<file path="config.mk">
export PLATFORM = sky130hd
export DESIGN_NAME = ram_port_arbiter_flat
export DESIGN_NICKNAME = d
export VERILOG_FILES = /design/src/rtl/ram_port_arbiter_pkg.sv /design/src/rtl/ram_port_arbiter_if.sv /design/src/rtl/ram_arb_rr_pick.sv /design/src/rtl/ram_port_arbiter.sv /design/src/flat_wrapper.sv
export SDC_FILE = /design/constraint.sdc
export NUM_CORES = 1
export LEC_CHECK = 0
export CAP_MARGIN = 30
export CORE_AREA = 2 2 114 116
export CTS_CLUSTER_SIZE = 24
export DETAILED_ROUTE_END_ITERATION = 10
export DIE_AREA = 0 0 116 118
export GPL_TIMING_DRIVEN = 0
export PLACE_DENSITY_LB_ADDON = 0.1
export SLEW_MARGIN = 20
export SYNTH_ARGS = -nofsm -noshare
export SYNTH_HDL_FRONTEND = slang
export SYNTH_SLANG_ARGS = --single-unit
</file>
<file path="constraint.sdc">
create_clock -name clk -period 3.3 [get_ports clk]
set_input_delay 0.66 -clock clk [delete_from_list [all_inputs] [get_ports clk]]
set_output_delay 0.66 -clock clk [all_outputs]
set_load 0.05 [all_outputs]
</file>
<file path="src/rtl/ram_port_arbiter_pkg.sv">
// Shared constants and request payload type for the RAM port arbiter.
package tachyon_ram_arb_pkg;

    localparam int unsigned PORT_DBG = 0;
    localparam int unsigned PORT_LSU = 1;
    localparam int unsigned PORT_IFU = 2;
    localparam int unsigned NR_PORTS = 3;

    localparam int unsigned RAM_ADDR_WIDTH  = 18;
    localparam int unsigned RAM_DATA_WIDTH  = 32;
    localparam int unsigned RAM_WADDR_WIDTH = RAM_ADDR_WIDTH - 2;
    localparam int unsigned RAM_BE_WIDTH    = RAM_DATA_WIDTH / 8;

    typedef struct packed {
        logic                       we;
        logic [RAM_WADDR_WIDTH-1:0] addr;
        logic [RAM_DATA_WIDTH-1:0]  wdata;
        logic [RAM_BE_WIDTH-1:0]    be;
    } ram_req_t;

endpackage

</file>
<file path="src/rtl/ram_port_arbiter_if.sv">
// Master-side request/response bundle of the RAM port arbiter.
interface ram_port_arbiter_if #(
    parameter int unsigned ADDR_WIDTH = 18,
    parameter int unsigned DATA_WIDTH = 32,
    parameter int unsigned NR_PORTS   = 3
);
    localparam int unsigned WADDR_WIDTH = ADDR_WIDTH - 2;
    localparam int unsigned BE_WIDTH    = DATA_WIDTH / 8;

    logic [NR_PORTS-1:0]                  req_valid;
    logic [NR_PORTS-1:0]                  req_lock;
    logic [NR_PORTS-1:0]                  req_we;
    logic [NR_PORTS-1:0][WADDR_WIDTH-1:0] req_addr;
    logic [NR_PORTS-1:0][DATA_WIDTH-1:0]  req_wdata;
    logic [NR_PORTS-1:0][BE_WIDTH-1:0]    req_be;
    logic [NR_PORTS-1:0]                  req_ready;
    logic [NR_PORTS-1:0]                  rsp_valid;
    logic [DATA_WIDTH-1:0]                rsp_rdata;

    modport master (
        output req_valid, req_lock, req_we, req_addr, req_wdata, req_be,
        input  req_ready, rsp_valid, rsp_rdata
    );

    modport slave (
        input  req_valid, req_lock, req_we, req_addr, req_wdata, req_be,
        output req_ready, rsp_valid, rsp_rdata
    );

endinterface

</file>
<file path="src/rtl/ram_arb_rr_pick.sv">
// Combinational round-robin picker: first requester at or after ptr wins (one-hot).
module ram_arb_rr_pick #(
    parameter  int unsigned NR_PORTS  = 3,
    localparam int unsigned PTR_WIDTH = (NR_PORTS > 1) ? $clog2(NR_PORTS) : 1
) (
    input  logic [NR_PORTS-1:0]  req,
    input  logic [PTR_WIDTH-1:0] ptr,
    output logic [NR_PORTS-1:0]  grant
);
    import tachyon_ram_arb_pkg::*;

    logic found;

    always_comb begin
        grant = '0;
        found = 1'b0;
        for (int unsigned i = 0; i < NR_PORTS; i++) begin
            if (!found && req[PTR_WIDTH'((32'(ptr) + i) % NR_PORTS)]) begin
                grant[PTR_WIDTH'((32'(ptr) + i) % NR_PORTS)] = 1'b1;
                found = 1'b1;
            end
        end
    end

endmodule

</file>
<file path="src/rtl/ram_port_arbiter.sv">
// Shares the single-port program/data RAM between debug, LSU and IFU masters.
// Optional build macro RAM_ARB_DBG_PRIO_EN gives the debug port priority over round-robin.
module ram_port_arbiter #(
    parameter int unsigned ADDR_WIDTH = 18,
    parameter int unsigned DATA_WIDTH = 32,
    parameter int unsigned NR_PORTS   = 3,
    parameter int unsigned MAX_WAIT   = 16
) (
    input  logic                    clk,
    input  logic                    rst,
    ram_port_arbiter_if.slave       bus,
    output logic                    ram_en,
    output logic                    ram_we,
    output logic [ADDR_WIDTH-3:0]   ram_addr,
    output logic [DATA_WIDTH-1:0]   ram_wdata,
    output logic [DATA_WIDTH/8-1:0] ram_be,
    input  logic [DATA_WIDTH-1:0]   ram_rdata,
    output logic [NR_PORTS-1:0]     starve
);
    import tachyon_ram_arb_pkg::*;

    localparam int unsigned PTR_WIDTH = (NR_PORTS > 1) ? $clog2(NR_PORTS) : 1;
    localparam int unsigned CNT_WIDTH = $clog2(MAX_WAIT + 1);

    logic [PTR_WIDTH-1:0] rr_ptr;
    logic [PTR_WIDTH-1:0] lock_port;
    logic                 lock_q;
    logic [PTR_WIDTH-1:0] win_idx;
    logic [NR_PORTS-1:0]  rr_grant;
    logic [NR_PORTS-1:0]  grant;
    logic                 rr_win;
    logic [NR_PORTS-1:0]  rsp_valid_q;
    logic                 rsp_we_q;
    logic [CNT_WIDTH-1:0] wait_cnt [NR_PORTS];
    logic [NR_PORTS-1:0]  starve_q;

    ram_arb_rr_pick #(.NR_PORTS(NR_PORTS)) u_rr_pick (
        .req   (bus.req_valid),
        .ptr   (rr_ptr),
        .grant (rr_grant)
    );

    // Winner: live lock, then optional debug priority, then round-robin.
    always_comb begin
        grant  = '0;
        rr_win = 1'b0;
        if (!rst) begin
            if (lock_q && bus.req_valid[lock_port]) begin
                grant[lock_port] = 1'b1;
            end
`ifdef RAM_ARB_DBG_PRIO_EN
            else if (bus.req_valid[PTR_WIDTH'(PORT_DBG)]) begin
                grant[PTR_WIDTH'(PORT_DBG)] = 1'b1;
            end
`endif
            else begin
                grant  = rr_grant;
                rr_win = |rr_grant;
            end
        end
    end

    always_comb begin
        win_idx = '0;
        for (int unsigned i = 0; i < NR_PORTS; i++) begin
            if (grant[i]) win_idx = PTR_WIDTH'(i);
        end
    end

    assign ram_en    = |grant;
    assign ram_we    = ram_en & bus.req_we[win_idx];
    assign ram_addr  = bus.req_addr[win_idx];
    assign ram_wdata = bus.req_wdata[win_idx];
    assign ram_be    = bus.req_be[win_idx];

    // A response still in flight when reset arrives is suppressed at once.
    assign bus.req_ready = grant;
    assign bus.rsp_valid = rst ? '0 : rsp_valid_q;
    assign bus.rsp_rdata = (!rst && (|rsp_valid_q) && !rsp_we_q) ? ram_rdata : '0;
    assign starve        = starve_q;

    always_ff @(posedge clk) begin
        if (rst) begin
            rr_ptr      <= '0;
            lock_q      <= 1'b0;
            lock_port   <= '0;
            rsp_valid_q <= '0;
            rsp_we_q    <= 1'b0;
        end else begin
            rsp_valid_q <= grant;
            rsp_we_q    <= ram_we;
            lock_q      <= ram_en & bus.req_lock[win_idx];
            if (ram_en) lock_port <= win_idx;
            if (rr_win) begin
                rr_ptr <= (win_idx == PTR_WIDTH'(NR_PORTS - 1)) ? '0 : win_idx + PTR_WIDTH'(1);
            end
        end
    end

    // Per-master wait counters; starve latches as a counter reaches MAX_WAIT.
    always_ff @(posedge clk) begin
        if (rst) begin
            for (int unsigned k = 0; k < NR_PORTS; k++) wait_cnt[k] <= '0;
            starve_q <= '0;
        end else begin
            for (int unsigned k = 0; k < NR_PORTS; k++) begin
                if (grant[k]) begin
                    wait_cnt[k] <= '0;
                end else if (bus.req_valid[k] && (wait_cnt[k] != CNT_WIDTH'(MAX_WAIT))) begin
                    wait_cnt[k] <= wait_cnt[k] + CNT_WIDTH'(1);
                    if (wait_cnt[k] == CNT_WIDTH'(MAX_WAIT - 1)) starve_q[k] <= 1'b1;
                end
            end
        end
    end

endmodule
</file>
<file path="src/flat_wrapper.sv">
// flat-port wrapper written by rule: the top's interface ports become plain ports
module ram_port_arbiter_flat import tachyon_ram_arb_pkg::*;
#(
    parameter int unsigned ADDR_WIDTH = 18,
    parameter int unsigned DATA_WIDTH = 32,
    parameter int unsigned NR_PORTS   = 3,
    parameter int unsigned MAX_WAIT   = 16
)
  (clk, rst, ram_en, ram_we, ram_addr, ram_wdata, ram_be, ram_rdata, starve, bus_req_valid, bus_req_lock, bus_req_we, bus_req_addr, bus_req_wdata, bus_req_be, bus_req_ready, bus_rsp_valid, bus_rsp_rdata);
  ram_port_arbiter_if #(.ADDR_WIDTH(ADDR_WIDTH), .DATA_WIDTH(DATA_WIDTH), .NR_PORTS(NR_PORTS)) bus_i ();
  input  logic clk;
  input  logic rst;
  output logic ram_en;
  output logic ram_we;
  output logic [ADDR_WIDTH-3:0] ram_addr;
  output logic [DATA_WIDTH-1:0] ram_wdata;
  output logic [DATA_WIDTH/8-1:0] ram_be;
  input  logic [DATA_WIDTH-1:0] ram_rdata;
  output logic [NR_PORTS-1:0] starve;
  input wire logic [$bits(bus_i.req_valid)-1:0] bus_req_valid;
  input wire logic [$bits(bus_i.req_lock)-1:0] bus_req_lock;
  input wire logic [$bits(bus_i.req_we)-1:0] bus_req_we;
  input wire logic [$bits(bus_i.req_addr)-1:0] bus_req_addr;
  input wire logic [$bits(bus_i.req_wdata)-1:0] bus_req_wdata;
  input wire logic [$bits(bus_i.req_be)-1:0] bus_req_be;
  output wire logic [$bits(bus_i.req_ready)-1:0] bus_req_ready;
  output wire logic [$bits(bus_i.rsp_valid)-1:0] bus_rsp_valid;
  output wire logic [$bits(bus_i.rsp_rdata)-1:0] bus_rsp_rdata;
  assign bus_i.req_valid = bus_req_valid;
  assign bus_i.req_lock = bus_req_lock;
  assign bus_i.req_we = bus_req_we;
  assign bus_i.req_addr = bus_req_addr;
  assign bus_i.req_wdata = bus_req_wdata;
  assign bus_i.req_be = bus_req_be;
  assign bus_req_ready = bus_i.req_ready;
  assign bus_rsp_valid = bus_i.rsp_valid;
  assign bus_rsp_rdata = bus_i.rsp_rdata;
  ram_port_arbiter #(.ADDR_WIDTH(ADDR_WIDTH), .DATA_WIDTH(DATA_WIDTH), .NR_PORTS(NR_PORTS), .MAX_WAIT(MAX_WAIT)) u_core (.clk(clk), .rst(rst), .bus(bus_i), .ram_en(ram_en), .ram_we(ram_we), .ram_addr(ram_addr), .ram_wdata(ram_wdata), .ram_be(ram_be), .ram_rdata(ram_rdata), .starve(starve));
endmodule
</file>
Yosys cells after proc, flatten, opt, wreduce, memory -nomap -nowiden

Memories as Yosys holds them, arrays and structs flattened.
Index checks and enable logic that the tools add are counted.

Bits in registers: 12
Latch bits: 0
Bits in writable memories: 15
ROM bits: 0
Input bits: 199
Output and inout bits: 95
Word-level logic and storage cells: 138
Memories kept: 1

Add/sub/neg operators: 6
Multipliers: 0
Div/mod/pow operators: 3
Magnitude comparators: 9
Equal/unequal tests: 7
Shift-type cells: 0
Muxes and demuxes: 69
Bitwise gates (word level): 13
Reduce and logical (&&, ||, !) cells: 22

Memory list:

| name            | words | bits a word | read ports | clocked after memory_dff | wr ports | RTL line               | RTL |
|---|---|---|---|---|---|---|---|
| u_core.wait_cnt | 3     | 5           | 3          | 0                        | 3        | ram_port_arbiter.sv:34 | `logic [CNT_WIDTH-1:0] wait_cnt [NR_PORTS];` |

Operators with widths:

| cell                    | count |
|---|---|
| $bmux W32 S2            | 1 |
| $mod A32 B2 Y32 const B | 2 |
| $mux W32                | 2 |
| $mux W1                 | 38 |
| $bmux W16 S2            | 1 |
| $mod A2 B2 Y32 const B  | 1 |
| $mux W5                 | 6 |
| $mux W3                 | 6 |
| $mux W16                | 1 |
| $add A5 B1 Y5 const B   | 3 |
| $eq A5 B4 Y1 const B    | 3 |
| $lt A2 B3 Y1 const B    | 5 |
| $ne A5 B5 Y1 const B    | 3 |
| $bmux W1 S2             | 6 |
| $logic_and A1 B1 Y1     | 12 |
| $reduce_and A3 Y1       | 3 |
| $reduce_or A3 Y1        | 3 |
| $bmux W4 S2             | 1 |
| $demux W1 S2            | 4 |
| $ge A2 B1 Y1 const B    | 4 |
| $or A1 B1 Y1            | 6 |
| $or A3 B3 Y3            | 2 |
| $logic_not A1 Y1        | 4 |
| $mux W2                 | 2 |
| other kinds (7)         | 10 |

Logic depth before layout (Yosys ltp)

Word-level depth: 17
Depth in mapped cells: 12
Mapped depth without buffers: 8

Cells and area by module

A second synthesis with hierarchy kept.

Cell total of the unflattened synthesis: 455
Area total of the unflattened synthesis: 3,029.2 um^2

Modules (own cells, without submodules):

| module           | times used | cells each | area an instance (um^2) | seq. area each (um^2) |
|---|---|---|---|---|
| ram_port_arbiter | 1          | 419        | 2,756.4                 | 690.7 |
| ram_arb_rr_pick  | 1          | 36         | 272.8                   | 0.0 |

Least setup slack after synthesis

No wires, ideal clock.

Kind: reg-to-output
Start: register u_core.rr_ptr[0]
End: output port ram_we
Data arrival time: 3.001 ns
Data required time: 2.640 ns
Setup slack: -0.361 ns
Cell stages (with the launch flop): 9
Path buffers: 1
Path through: dfxtp_1 -> inv_1 -> ha_1 -> clkbuf_1 -> or4b_1 -> a31o_2 -> o32ai_4 -> a222oi_1 -> a21oi_1

Word-level cells in the longest chain between the ends: 17
Elaborated cells on any way between the ends: 45
Classes of those cells: add/sub (2); div (3); order compare (6); mux (23); bitwise (3); reduce/logical (8)

RTL lines:

| item                                                                    | RTL line                                     | RTL |
|---|---|---|
| start: declaration                                                      | ram_port_arbiter.sv:25                       | `logic [PTR_WIDTH-1:0] rr_ptr;` |
| start signal: assignment                                                | ram_port_arbiter.sv:95                       | `rr_ptr <= (win_idx == PTR_WIDTH'(NR_PORTS - 1)) ? '0 : win_idx + PTR_WIDTH'(1);` |
| $add A2 B1 Y3 or $mod A2 B2 Y32 (tied branches)                         | ram_arb_rr_pick.sv:18, ram_arb_rr_pick.sv:19 |  |
| $mod A32 B2 Y32, or another cell as far along                           | ram_arb_rr_pick.sv:18, ram_arb_rr_pick.sv:19 |  |
| $lt A2 B3 Y1 (not written as such), or another cell as far along        | ram_arb_rr_pick.sv:19                        | `grant[PTR_WIDTH'((32'(ptr) + i) % NR_PORTS)] = 1'b1;` |
| $logic_and A1 B1 Y1 (not written as such), or another cell as far along | ram_arb_rr_pick.sv:19                        |  |
| $mux W1 (not written as such), or another cell as far along             | ram_arb_rr_pick.sv:19                        |  |
| $demux W1 S2, or another cell as far along                              | ram_arb_rr_pick.sv:19                        |  |
| $or A3 B3 Y3 (no line) or $mux W1 (tied branches)                       | -                                            |  |
| $mux W3 or $logic_not A1 Y1 (tied branches)                             | ram_arb_rr_pick.sv:18                        | `if (!found && req[PTR_WIDTH'((32'(ptr) + i) % NR_PORTS)]) begin` |
| $or A3 B3 Y3 (no line) or $logic_and A1 B1 Y1 (tied branches)           | -                                            |  |
| $mux W3 (*)                                                             | ram_arb_rr_pick.sv:18                        |  |
| $mux W3 (*)                                                             | ram_port_arbiter.sv:48                       | `if (lock_q && bus.req_valid[lock_port]) begin` |
| $mux W3 (*)                                                             | ram_port_arbiter.sv:47                       | `if (!rst) begin` |
| $mux W1                                                                 | ram_port_arbiter.sv:66                       | `if (grant[i]) win_idx = PTR_WIDTH'(i);` |
| $mux W2                                                                 | ram_port_arbiter.sv:66                       |  |
| $bmux W1 S2                                                             | ram_port_arbiter.sv:71                       | `assign ram_we = ram_en & bus.req_we[win_idx];` |
| $mux W1 (not written as such)                                           | ram_port_arbiter.sv:71                       |  |
| $and A1 B1 Y1 (*)                                                       | ram_port_arbiter.sv:71                       |  |
| end: declaration                                                        | flat_wrapper.sv:14                           | `output logic ram_we;` |

Every way passes the cells marked *; elsewhere a longest branch is shown, timed or not. The select of a mux whose other input is x is not followed.

Worst setup path after layout

Start: register u_core.rr_ptr[1]
End: output port ram_we

The elaborated chain is that of the path after synthesis.

==> metrics.cfg <==
[worst_setup_path]
crit_start=u_core.rr_ptr[1]
critPathMostFrequentCell=buf_6
crit_cells=11
crit_buf_inv=4
endpoint_kind=output pin
crit_family=compound AO/OA/AOI/OAI gates
crit_required_ns=2.64
arrival_ns=2.75
r2r_start=u_core.rr_ptr[1]
crit_fanout=5
worstSetupPathType=reg -> out
critPathLaunchType=flop
slowest_stage=a222oi_1
crit_chain=inv_2, ha_4, mux2_4, and3_4, o32a_1, buf_6, o221a_4, buf_12, a222oi_1, a21oi_2, buf_6
cp_slowest_stage_delay_ns=0.37
r2r_cells=17

[placed_design]
routabilityCongestion=0.913
io_buffer_count=293
dp_slack_ns=-1.72
place_area_um2=6080
dp_hpwl_um=12200
dp_cells=849

[clock_tree]
cts_tree=built
cts_made_buffers=3
cts_root_buf=clkbuf_16
cts.sinks=27
htree_levels=1
clk_latency_ns=0.26
clk_path_buf_depth=2
cts_hold_buf=0
clk_pin_slew_ns=0.06

[cells_and_area]
final_common_cell=clkdlybuf4s50_1
final_cell_mix=202 x clkdlybuf4s50_1, 61 x nand2_2, 44 x a22oi_2
drive_above_1_share_pct=34.7
multi_input_area_um2=2440
nFillCells=1125
final_core_util_pct=57.2
finalNetCount=916
register_area_um2=696
syn_to_final_growth_pct=153
n_antenna_cell=0
stdcell_area_um2=7100
layout.cells.non_filler=875

[detailed_routing]
drc=0
num_vias=4070
wl_per_cell_um=17.2
drt-pass1-iter-count=6
wl_met3_um=1240
routed_wl_um=15000
vias_per_cell=4.65
met1_length_um=5590
maxUsedRoutingLayer=met4
drt_iter0_drc=103
dr_wl_met2_um=8010
antenna_left=0

[sta]
max_clock_freq_mhz=293
drv_slew=0
tns_ns=-2.87
period_share_pct=103
clock_skew_ns=0.00594
post-route-min-period_ns=3.41
setup_ws_ns=-0.113
setup_violations=52
tightest_slew_ns=0.526
final_hold_viol_count=0
rsz0062_at_grt=yes
relSlewSlack_pct=65.0

[die]
die_x_um=116
io_pins=294
coreArea_um2=12400
initial_core_util_pct=22.6
dieArea_um2=13700
die_height_um=118
row_count=41

[run]
max_cap_violations=0

[min_path]
hp-start=u_core.starve[0]
min_path_type=reg -> reg
hold_depth=1

[logic_synthesis]
synthDistinctLibCells=53
netlist_area_um2=2800
synth_edf_count=15
yosysTopAreaCell=edfxtp_1
yosysSeqAreaShare_pct=24.6
syn_area_per_cell_um2=7.30
yosysWarnings=0
synth_top_cell_area_share_pct=16.1
synth_top_flop_cell=edfxtp_1
async_flop_share_pct=0
synth_fp_nets=596
syn-instance-count=384
ys_seq_elements=27
synth_area_leaders=edfxtp_1 16%, nand2_1 15%, a22oi_1 14%, dfxtp_1 8.6%, and2_1 7.1%

[run_status]
outcome=finished with violations
violations=setup timing

[power_and_ir_drop]
power.internal_mw=3.24
seqPwrFrac_pct=8.1
pwr-share-comb_pct=88.0
leakage_nw=3.04
clkPwrFrac_pct=3.8
swShare_pct=54.6
ir_drop_uv=809
p_switching_mw=3.89
powerDensity_nw_per_um2=1000

[grt]
grt_pass1_vias=4101
overflow=0
grt_pass1_wl_um=21800
grt_start_max_net_pins=15
antenna_found_initial=0
gr-usage-all-layers_pct=20.5

## synth_stat cells, types with 3 or more instances
cell type and number:
buf_2 10, o21ai_0 3, nor2_1 20, xnor2_1 3
a22oi_1 52, edfxtp_1 15, nand2_1 109, inv_1 24
o2bb2ai_1 4, nand4b_1 3, nand3_1 5, xor2_1 3
nand2b_1 6, and2_1 32, dfxtp_1 12, nor3_1 4
and3_1 4, clkbuf_1 11, nor2b_1 5, ha_1 13
mux2i_1 3, or3_1 3, a21oi_1 5
## worst register-to-register path, stage by stage, from the launching register on
cell	delay, ns
dfxtp_2	0.32
inv_2	0.07
ha_4	0.15
mux2_4	0.30
and3_4	0.18
o32a_1	0.33
buf_6	0.14
o221a_4	0.25
buf_12	0.15
a222oi_1	0.37
buf_4	0.18
buf_4	0.09
buf_4	0.09
buf_4	0.09
buf_4	0.09
buf_4	0.09
buf_4	0.09
a21oi_2	0.03
## final timing paths
kind / slack, ns / end
setup / recovery: -0.11 / ram_we
hold / removal: 0.47 / u_core.starve[0]
setup reg to reg: 0.17 / u_core.rsp_we_q
hold reg to reg: 0.47 / u_core.starve[0]
## flip-flops by register name, indices dropped and copies added, names as in the netlist
register,count
u_core.rr_ptr,2
u_core.wait_cnt,15
u_core.rsp_we_q,1
u_core.starve,3
u_core.lock_port,2
u_core.lock_q,1
u_core.rsp_valid_q,3
## power by group through the flow
| stage | clock network, mW | logic, mW | registers [mW] |
|---|---|---|---|
| final | 0.274 | 6.27 | 0.580 |
| after floorplan | 0 | 3.39 | 0.546 |
| after global placement | 0 | 5.03 | 0.562 |
| after detailed placement | 0 | 5.05 | 0.568 |
| after global routing | 0.297 | 6.57 | 0.593 |
| after CTS | 0.280 | 5.91 | 0.574 |
## layout make-up
class / count / area share (%)
repair buffers: 316 / 46.6
multi-input cells: 308 / 34.3
flip-flops and latches: 27 / 9.80
plain buffers: 23 / 3.74
well taps: 172 / 3.03
inverters: 25 / 1.37
clock buffers: 4 / 1.11
## kinds of logic after synthesis
logic type	count (synthesis)	share of synthesized area, %
muxes	5	2.01
xor gates and xnor gates	6	1.88
adders and majority gates	13	5.80
AOI/OAI and AO/OA	89	26.0
DFF	27	24.6
buffers and inverters	49	7.54
and+or+nand+nor	195	32.1
## metrics by stage
| stage | power [mW] | hold slack (ns) |
|---|---|---|
| after floorplan | 3.93 | 0.492 |
| after global placement | 5.59 | 0.451 |
| after detailed placement | 5.62 | 0.455 |
| after CTS | 6.76 | 0.478 |
| after global routing | 7.47 | 0.504 |
| final | 7.13 | 0.472 |
## per-layer routing
layer / track usage, % / up-vias
met5: 0 / -
met4: 2.60 / 0
met3: 5.46 / 14
met2: 39.8 / 182
met1: 22.2 / 1887
li1: - / 1987
## what timing repair did
action                                 CTS  global route
setup endpoints to repair               89            58
cloned                                   3             2
setup buffers                           17             2
pin swaps                               33            21
resized for setup                      542            75
endpoints found under the hold margin    0             0
(Power assumes the default switching activity.)
